--- src/rtl/irq_pkg.sv ---
// Shared constants for the CTI-8 interrupt controller: register offsets,
// the "no interrupt" ID code and the reset values of the mask registers.
package irq_pkg;

  localparam logic [1:0] REG_PEND = 2'd0;
  localparam logic [1:0] REG_EN   = 2'd1;
  localparam logic [1:0] REG_EDGE = 2'd2;
  localparam logic [1:0] REG_ID   = 2'd3;

  localparam logic [7:0] ID_NONE  = 8'hFF;
  localparam logic [7:0] EN_RST   = 8'h00;
  localparam logic [7:0] EDGE_RST = 8'hFF;

endpackage

--- src/rtl/irq_sync_edge.sv ---
// Single-bit 2-flop synchroniser followed by a delay flop for rising-edge detection.
module irq_sync_edge (
  input  logic clk,
  input  logic rst_n,
  input  logic clk_en,
  input  logic d,
  output logic level,
  output logic rise
);

  logic sync_p0;
  logic sync_p1;
  logic dly_p2;

  always_ff @(posedge clk or negedge rst_n) begin
    if (!rst_n) begin
      sync_p0 <= 1'b0;
      sync_p1 <= 1'b0;
      dly_p2  <= 1'b0;
    end else if (clk_en) begin
      sync_p0 <= d;
      sync_p1 <= sync_p0;
      dly_p2  <= sync_p1;
    end
  end

  assign level = sync_p1;
  assign rise  = sync_p1 & ~dly_p2;

endmodule

--- src/rtl/irq_controller.sv ---
// Memory-mapped interrupt controller: pending/enable/edge registers, priority ID,
// registered level irq and fixed-width nmi pulse for the CTI-8 core.
module irq_controller
  import irq_pkg::*;
#(
  parameter logic [15:0] BASE      = 16'hFF00,
  parameter int          NSRC      = 8,
  parameter int          NMI_PULSE = 3
) (
  input  logic            clk,
  input  logic            rst_n,
  input  logic            clk_en,
  input  logic [15:0]     addr,
  input  logic            wr,
  input  logic [7:0]      data_i,
  output logic [7:0]      data_o,
  output logic            data_oe,
  input  logic [NSRC-1:0] src,
  input  logic            nmi_src,
  output logic            irq,
  output logic            nmi
);

  localparam int         CNT_W    = $clog2(NMI_PULSE + 1);
  localparam logic [7:0] SRC_MASK = 8'((16'd1 << NSRC) - 16'd1);

  logic             sel;
  logic [1:0]       off;
  logic             wr_en;
  logic [7:0]       pend_q, en_q, edge_q;
  logic [7:0]       src_lvl, src_rise;
  logic [7:0]       set_v, clr_v, pend_d, act;
  logic [7:0]       id;
  logic             nmi_rise;
  logic             nmi_lvl_unused;
  logic [CNT_W-1:0] nmi_cnt;

  assign sel     = (addr[15:2] == BASE[15:2]);
  assign off     = addr[1:0];
  assign wr_en   = sel & wr & clk_en;
  assign data_oe = sel & ~wr;

  for (genvar g = 0; g < 8; g++) begin : g_src
    if (g < NSRC) begin : g_on
      irq_sync_edge u_sync (
        .clk    (clk),
        .rst_n  (rst_n),
        .clk_en (clk_en),
        .d      (src[g]),
        .level  (src_lvl[g]),
        .rise   (src_rise[g])
      );
    end else begin : g_off
      assign src_lvl[g]  = 1'b0;
      assign src_rise[g] = 1'b0;
    end
  end

  irq_sync_edge u_nmi_sync (
    .clk    (clk),
    .rst_n  (rst_n),
    .clk_en (clk_en),
    .d      (nmi_src),
    .level  (nmi_lvl_unused),
    .rise   (nmi_rise)
  );

  // Set beats W1C; a held level source simply re-sets the bit it was asked to clear.
  always_comb begin
    for (int i = 0; i < 8; i++) begin
      set_v[i] = edge_q[i] ? src_rise[i] : src_lvl[i];
    end
    clr_v  = (wr_en && off == REG_PEND) ? data_i : 8'h00;
    pend_d = (set_v | (pend_q & ~clr_v)) & SRC_MASK;
  end

  always_ff @(posedge clk or negedge rst_n) begin
    if (!rst_n) begin
      pend_q  <= 8'h00;
      en_q    <= EN_RST;
      edge_q  <= EDGE_RST & SRC_MASK;
      irq     <= 1'b0;
      nmi_cnt <= '0;
      nmi     <= 1'b0;
    end else if (clk_en) begin
      pend_q <= pend_d;
      if (wr_en && off == REG_EN)   en_q   <= data_i & SRC_MASK;
      if (wr_en && off == REG_EDGE) edge_q <= data_i & SRC_MASK;
      irq <= |(pend_q & en_q);
      if (nmi_rise)           nmi_cnt <= CNT_W'(NMI_PULSE);
      else if (nmi_cnt != '0) nmi_cnt <= nmi_cnt - CNT_W'(1);
      nmi <= (nmi_cnt != '0);
    end
  end

  // Descending scan so the lowest-numbered active source wins.
  always_comb begin
    act = pend_q & en_q;
    id  = ID_NONE;
    for (int i = 7; i >= 0; i--) begin
      if (act[i]) id = 8'(i);
    end
  end

  always_comb begin
    data_o = 8'h00;
    if (sel) begin
      case (off)
        REG_PEND: data_o = pend_q;
        REG_EN:   data_o = en_q;
        REG_EDGE: data_o = edge_q;
        default:  data_o = id;
      endcase
    end
  end

endmodule

--- config.mk ---
export PLATFORM = sky130hd
export DESIGN_NAME = irq_controller
export DESIGN_NICKNAME = d
export VERILOG_FILES = /design/src/rtl/irq_pkg.sv /design/src/rtl/irq_sync_edge.sv /design/src/rtl/irq_controller.sv
export SDC_FILE = /design/constraint.sdc
export NUM_CORES = 1
export LEC_CHECK = 0
export CAP_MARGIN = 15
export CORE_MARGIN = 4
export CORE_UTILIZATION = 56
export CTS_CLUSTER_DIAMETER = 150
export CTS_CLUSTER_SIZE = 28
export DETAILED_ROUTE_END_ITERATION = 8
export GPL_ROUTABILITY_DRIVEN = 1
export PLACE_DENSITY = 0.84
export SLEW_MARGIN = 20
export SYNTH_ARGS = -nofsm -noshare
export SYNTH_HDL_FRONTEND = slang
export SYNTH_HIERARCHICAL = 1
export SYNTH_SLANG_ARGS = --single-unit
--- constraint.sdc ---
create_clock -name clk -period 8.7 [get_ports clk]
set_input_delay 2.61 -clock clk [delete_from_list [all_inputs] [get_ports clk]]
set_output_delay 2.61 -clock clk [all_outputs]
set_load 0.05 [all_outputs]
======== After elaboration in Yosys (flattened, before gate mapping) ========
Cells that the tools add are included.
storage, ports and cells
  word-level logic and storage cells ...... 94
  register bits ........................... 55
cells by class
  add/subtract/negate cells ............... 1
  reductions and logical operators ........ 10
  bitwise logic cells ..................... 26
  mux-type cells .......................... 21
  eq/ne operators ......................... 3
operator list
  operator              number
  $mux 8                10
  $pmux 8 s3            1
  $and 8x8->8           2
  $eq 14x14->1 const B  1
  $and 1x1->1           12
  $not 1->1             10
  $mux 1                8
  $not 8->8             1
  $or 8x8->8            1
  $reduce_or 8->1       1
  $reduce_and 2->1      3
  $mux 2                2
  $reduce_bool 2->1     2
  $logic_and 1x1->1     3
  $eq 2x1->1 const B    1
  $eq 2x2->1 const B    1
  $logic_not 2->1       1
  $sub 2x1->2 const B   1

======== Depth between registers and ports, before layout ========
  word-level depth ........................ 11
  mapped depth ............................ 5

======== Cells and area by module ========
Netlist, hierarchy kept.
modules (own cells, without submodules)
  module          seq. area each (µm²)  cells each  area an instance (µm²)  times used
  irq_controller  710.7                 142         1612.8                  1
  irq_sync_edge   75.1                  7           115.1                   9

======== Least setup slack after synthesis ========
Ideal clock, no wire load.
  path type ............................... input to output
  start ................................... input port addr[3]
  end ..................................... output port data_o[1]
  stages on the path ...................... 4
  data required time ...................... 6090 ps
  path slack .............................. 1035 ps
  data arrival time ....................... 5055 ps
  cells stage by stage .................... or4_4 or4_1 buf_2 a311oi_1
between the ends
  longest elaborated chain between the ends .. 2
RTL lines
  what                RTL line               text
  start: declaration  irq_controller.sv:13   input logic [15:0] addr,
  $eq 14x14->1        irq_controller.sv:38   assign sel = (addr[15:2] == BASE[15:2]);
  $mux 8              irq_controller.sv:107  if (sel) begin
  end: declaration    irq_controller.sv:16   output logic [7:0] data_o,
Every way passes these cells.

======== Final worst setup path ========
  start ................................... input port addr[3]
  end ..................................... output port data_o[6]
The elaborated chain is that of the path after synthesis.

==> flow_metrics.py <==
metrics = {
    "synthesis": {
        "synth_top_area_share_pct": 44.4,
        "synth_cells": 205,
        "synth-seq-cells": 55,
        "synth_edf_count": 0,
        "ys_seq_area_share_pct": 52.3,
        "syn_nets": 243,
        "syn_area_um2": 2650,
        "synth_area_leaders": "dfrtp_1 (44%), mux2_2 (25%), dfstp_2 (7.9%)",
        "yosysWarnings": 6,
        "synthArstFlopShare_pct": 100,
        "synth_ff_type": "dfrtp_1",
        "yosysTopAreaCell": "dfrtp_1",
        "netlist-cell-type-count": 30,
        "syn_avg_cell_area_um2": 12.9,
    },
    "floorplanning": {
        "start_util_pct": 59.2,
        "rows": 24,
        "die_w_um": 76.8,
        "fp.coreArea_um2": 4470,
        "die_y_um": 76.8,
        "die_area_um2": 5890,
        "io_pins": 48,
    },
    "timing": {
        "final.min_clock_period_ps": 8250,
        "rsz0062_at_grt": "false",
        "finalMaxSlewViolations": 0,
        "max_freq_ghz": 0.121,
        "max_slew_margin_pct": 54.2,
        "fin_skew_ps": 7.21,
        "worst_pin_slew_ps": 685,
        "final-hold-violation-count": 0,
        "fin_hold_ws_ps": 475,
        "fin_setup_tns_ps": 0,
        "finalSetupViolCount": 0,
        "fin_crit_sh_pct": 94.8,
    },
    "cts": {
        "cts_tree": "built",
        "hold_buffers": 0,
        "cts_buffers": 5,
        "insertion_delay_ps": 310,
        "post-cts-setup-buffers": 0,
        "cts_root_buf": "clkbuf_8",
        "cts_buffer_depth": 2,
        "clkTransAtPathRegs_ps": 90,
        "clkSinkCount": 55,
        "htree_levels": 2,
        "cts_resized": 0,
    },
    "routing": {
        "drt-total-wl_um": 5190,
        "wl_per_cell_um": 16.8,
        "firstDrtPassIters": 4,
        "ant_nets": 0,
        "drtIter0Drc": 135,
        "vias": 1836,
        "drc": 0,
        "vias_per_cell": 5.94,
    },
    "place": {
        "placed_area_um2": 3170,
        "gp_congestion": 0.786,
        "dpl.cell_count": 301,
        "hpwlAfterDp_um": 3700,
        "io_buffers": 47,
    },
    "layout": {
        "final.fill_count": 318,
        "final_area_um2": 3280,
        "diodes": 0,
        "nets": 294,
        "area_growth_syn_to_layout_pct": 23.9,
        "drive_above_1_share_pct": 34.2,
        "layout.cells.non_filler": 309,
    },
    "worst_setup_path": {
        "regToRegEndpoint": "pend_q[2]",
        "endpoint_kind": "primary output",
        "cp-start-kind": "primary input",
        "arrival_ps": 5640,
        "r2r-start": "edge_q[2]",
        "reg2reg_depth": 2,
        "crit_type": "in2out",
        "path_max_fanout": 5,
        "rrSetupSlack_ps": 7350,
        "critPathRequiredTime_ps": 6090,
    },
    "pwr": {
        "leakagePower_uw": 0.00133,
        "total_power_uw": 542,
        "vdd_drop_max_v": 0.000142,
        "clock_power_share_pct": 30.6,
        "power_density_nw_per_um2": 165,
        "power_frac_comb_pct": 15.3,
        "p_switching_uw": 129,
        "internal_power_uw": 413,
        "sw_frac_of_total_pct": 23.8,
        "seq_power_share_pct": 54.1,
    },
    "hold_path": {
        "holdPathStages": 1,
        "hold_class": "reg2reg",
        "holdPathEnd": "nmi_cnt[0]",
        "hp-start": "nmi_cnt[0]",
    },
    "global_routing": {
        "grt_max_degree": 56,
        "grt_pass1_wl_um": 9040,
        "grtUsageTotal_pct": 19.0,
        "grt_pass1_vias": 1862,
        "antenna_found_initial": 0,
        "grt-ovfl-total": 0,
    },
    "job": {
        "drv_cap": 0,
    },
    "outcome": {
        "outcome": "finished clean",
    },
}
power groups by stage:
stage / Sequential (µW) / Clock [µW] / Combinational, µW
after detailed placement: 299 / 0 / 84.0
after global placement: 297 / 0 / 79.8
after global routing: 298 / 182 / 92.3
after floorplan: 298 / 0 / 46.6
final: 293 / 166 / 83.0
after CTS: 294 / 171 / 84.4
area by class of cell:
class	instances	area [µm²]	share of cell area, %
flip-flops and latches	55	1390	42.3
multi-input cells	140	1220	37.3
repair buffers	50	478	14.6
clock buffers	5	68.8	2.10
well taps	52	65.1	1.98
clock inverters	3	43.8	1.33
inverters	4	15.0	0.458
sequential cells by signal, summed over array words and instances, names as in the netlist:
| name | cells |
|---|---|
| u_nmi_sync/sync_p0 | 1 |
| g_src.g_on.u_sync/level | 8 |
| irq | 1 |
| u_nmi_sync/level | 1 |
| u_nmi_sync/dly_p2 | 1 |
| nmi | 1 |
| pend_q | 8 |
| edge_q | 8 |
| g_src.g_on.u_sync/dly_p2 | 8 |
| en_q | 8 |
| nmi_cnt | 2 |
| g_src.g_on.u_sync/sync_p0 | 8 |
metrics by stage:
stage               util [%]  setup slack (ps)
finish                  73.3               454
global route            73.3               340
CTS                     73.3               450
detailed placement      70.8               468
global placement        70.8               524
floorplan                  -              1030
worst max-delay path by stage:
stage | start | to | slack (ps)
after global routing | addr[2] | data_o[6] | 340
after CTS | addr[3] | data_o[6] | 450
after detailed placement | addr[3] | data_o[6] | 470
after global placement | addr[3] | data_o[3] | 520
after floorplan | addr[3] | data_o[1] | 1030
final | addr[3] | data_o[6] | 450
kinds of logic (layout without fill, tap and decap cells):
| group | after synthesis | count (layout) | synth area share (%) |
|---|---|---|---|
| flip-flops | 55 | 55 | 52.3 |
| AND/OR/NAND/NOR | 48 | 48 | 10.8 |
| AO/OA/AOI/OAI | 33 | 33 | 10.3 |
| adder cells (fa/ha/maj) | 1 | 1 | 0.472 |
| buffers and inverters | 10 | 62 | 1.46 |
| multiplexers | 58 | 58 | 24.7 |
cells in the final DEF, fill, tap and decap left out, types with 6 or more instances in the layout:
cell type        count
a221o_1              8
clkdlybuf4s50_1     43
dfrtp_1             47
dfstp_2              8
mux2_2              58
nand2_1              9
nand2b_1             6
nor2b_1             19
cells in the mapped netlist (4+ instances only):
master / count
nor2b_1: 19
a21oi_1: 4
nand2_1: 9
dfstp_2: 8
mux2_2: 58
o221a_2: 5
dfrtp_1: 47
a221o_1: 8
nand2b_1: 6
a22oi_1: 4
inv_1: 4
clkbuf_1: 5
critical path: stages:
cell             delay [ps]
clkdlybuf4s50_1         400
or4_4                   540
or4_1                   550
a31oi_1                 440
o221a_2                 290
clkdlybuf4s50_1         800
layer usage:
layer	up-vias	global-route usage, %	part of all wire (%)
met5	-	0	0
met4	0	6.88	1.5
met3	8	5.50	5.9
met2	45	29.4	47
met1	908	25.3	45
li1	875	-	-
No activity file was read; power rests on OpenSTA's default activity.
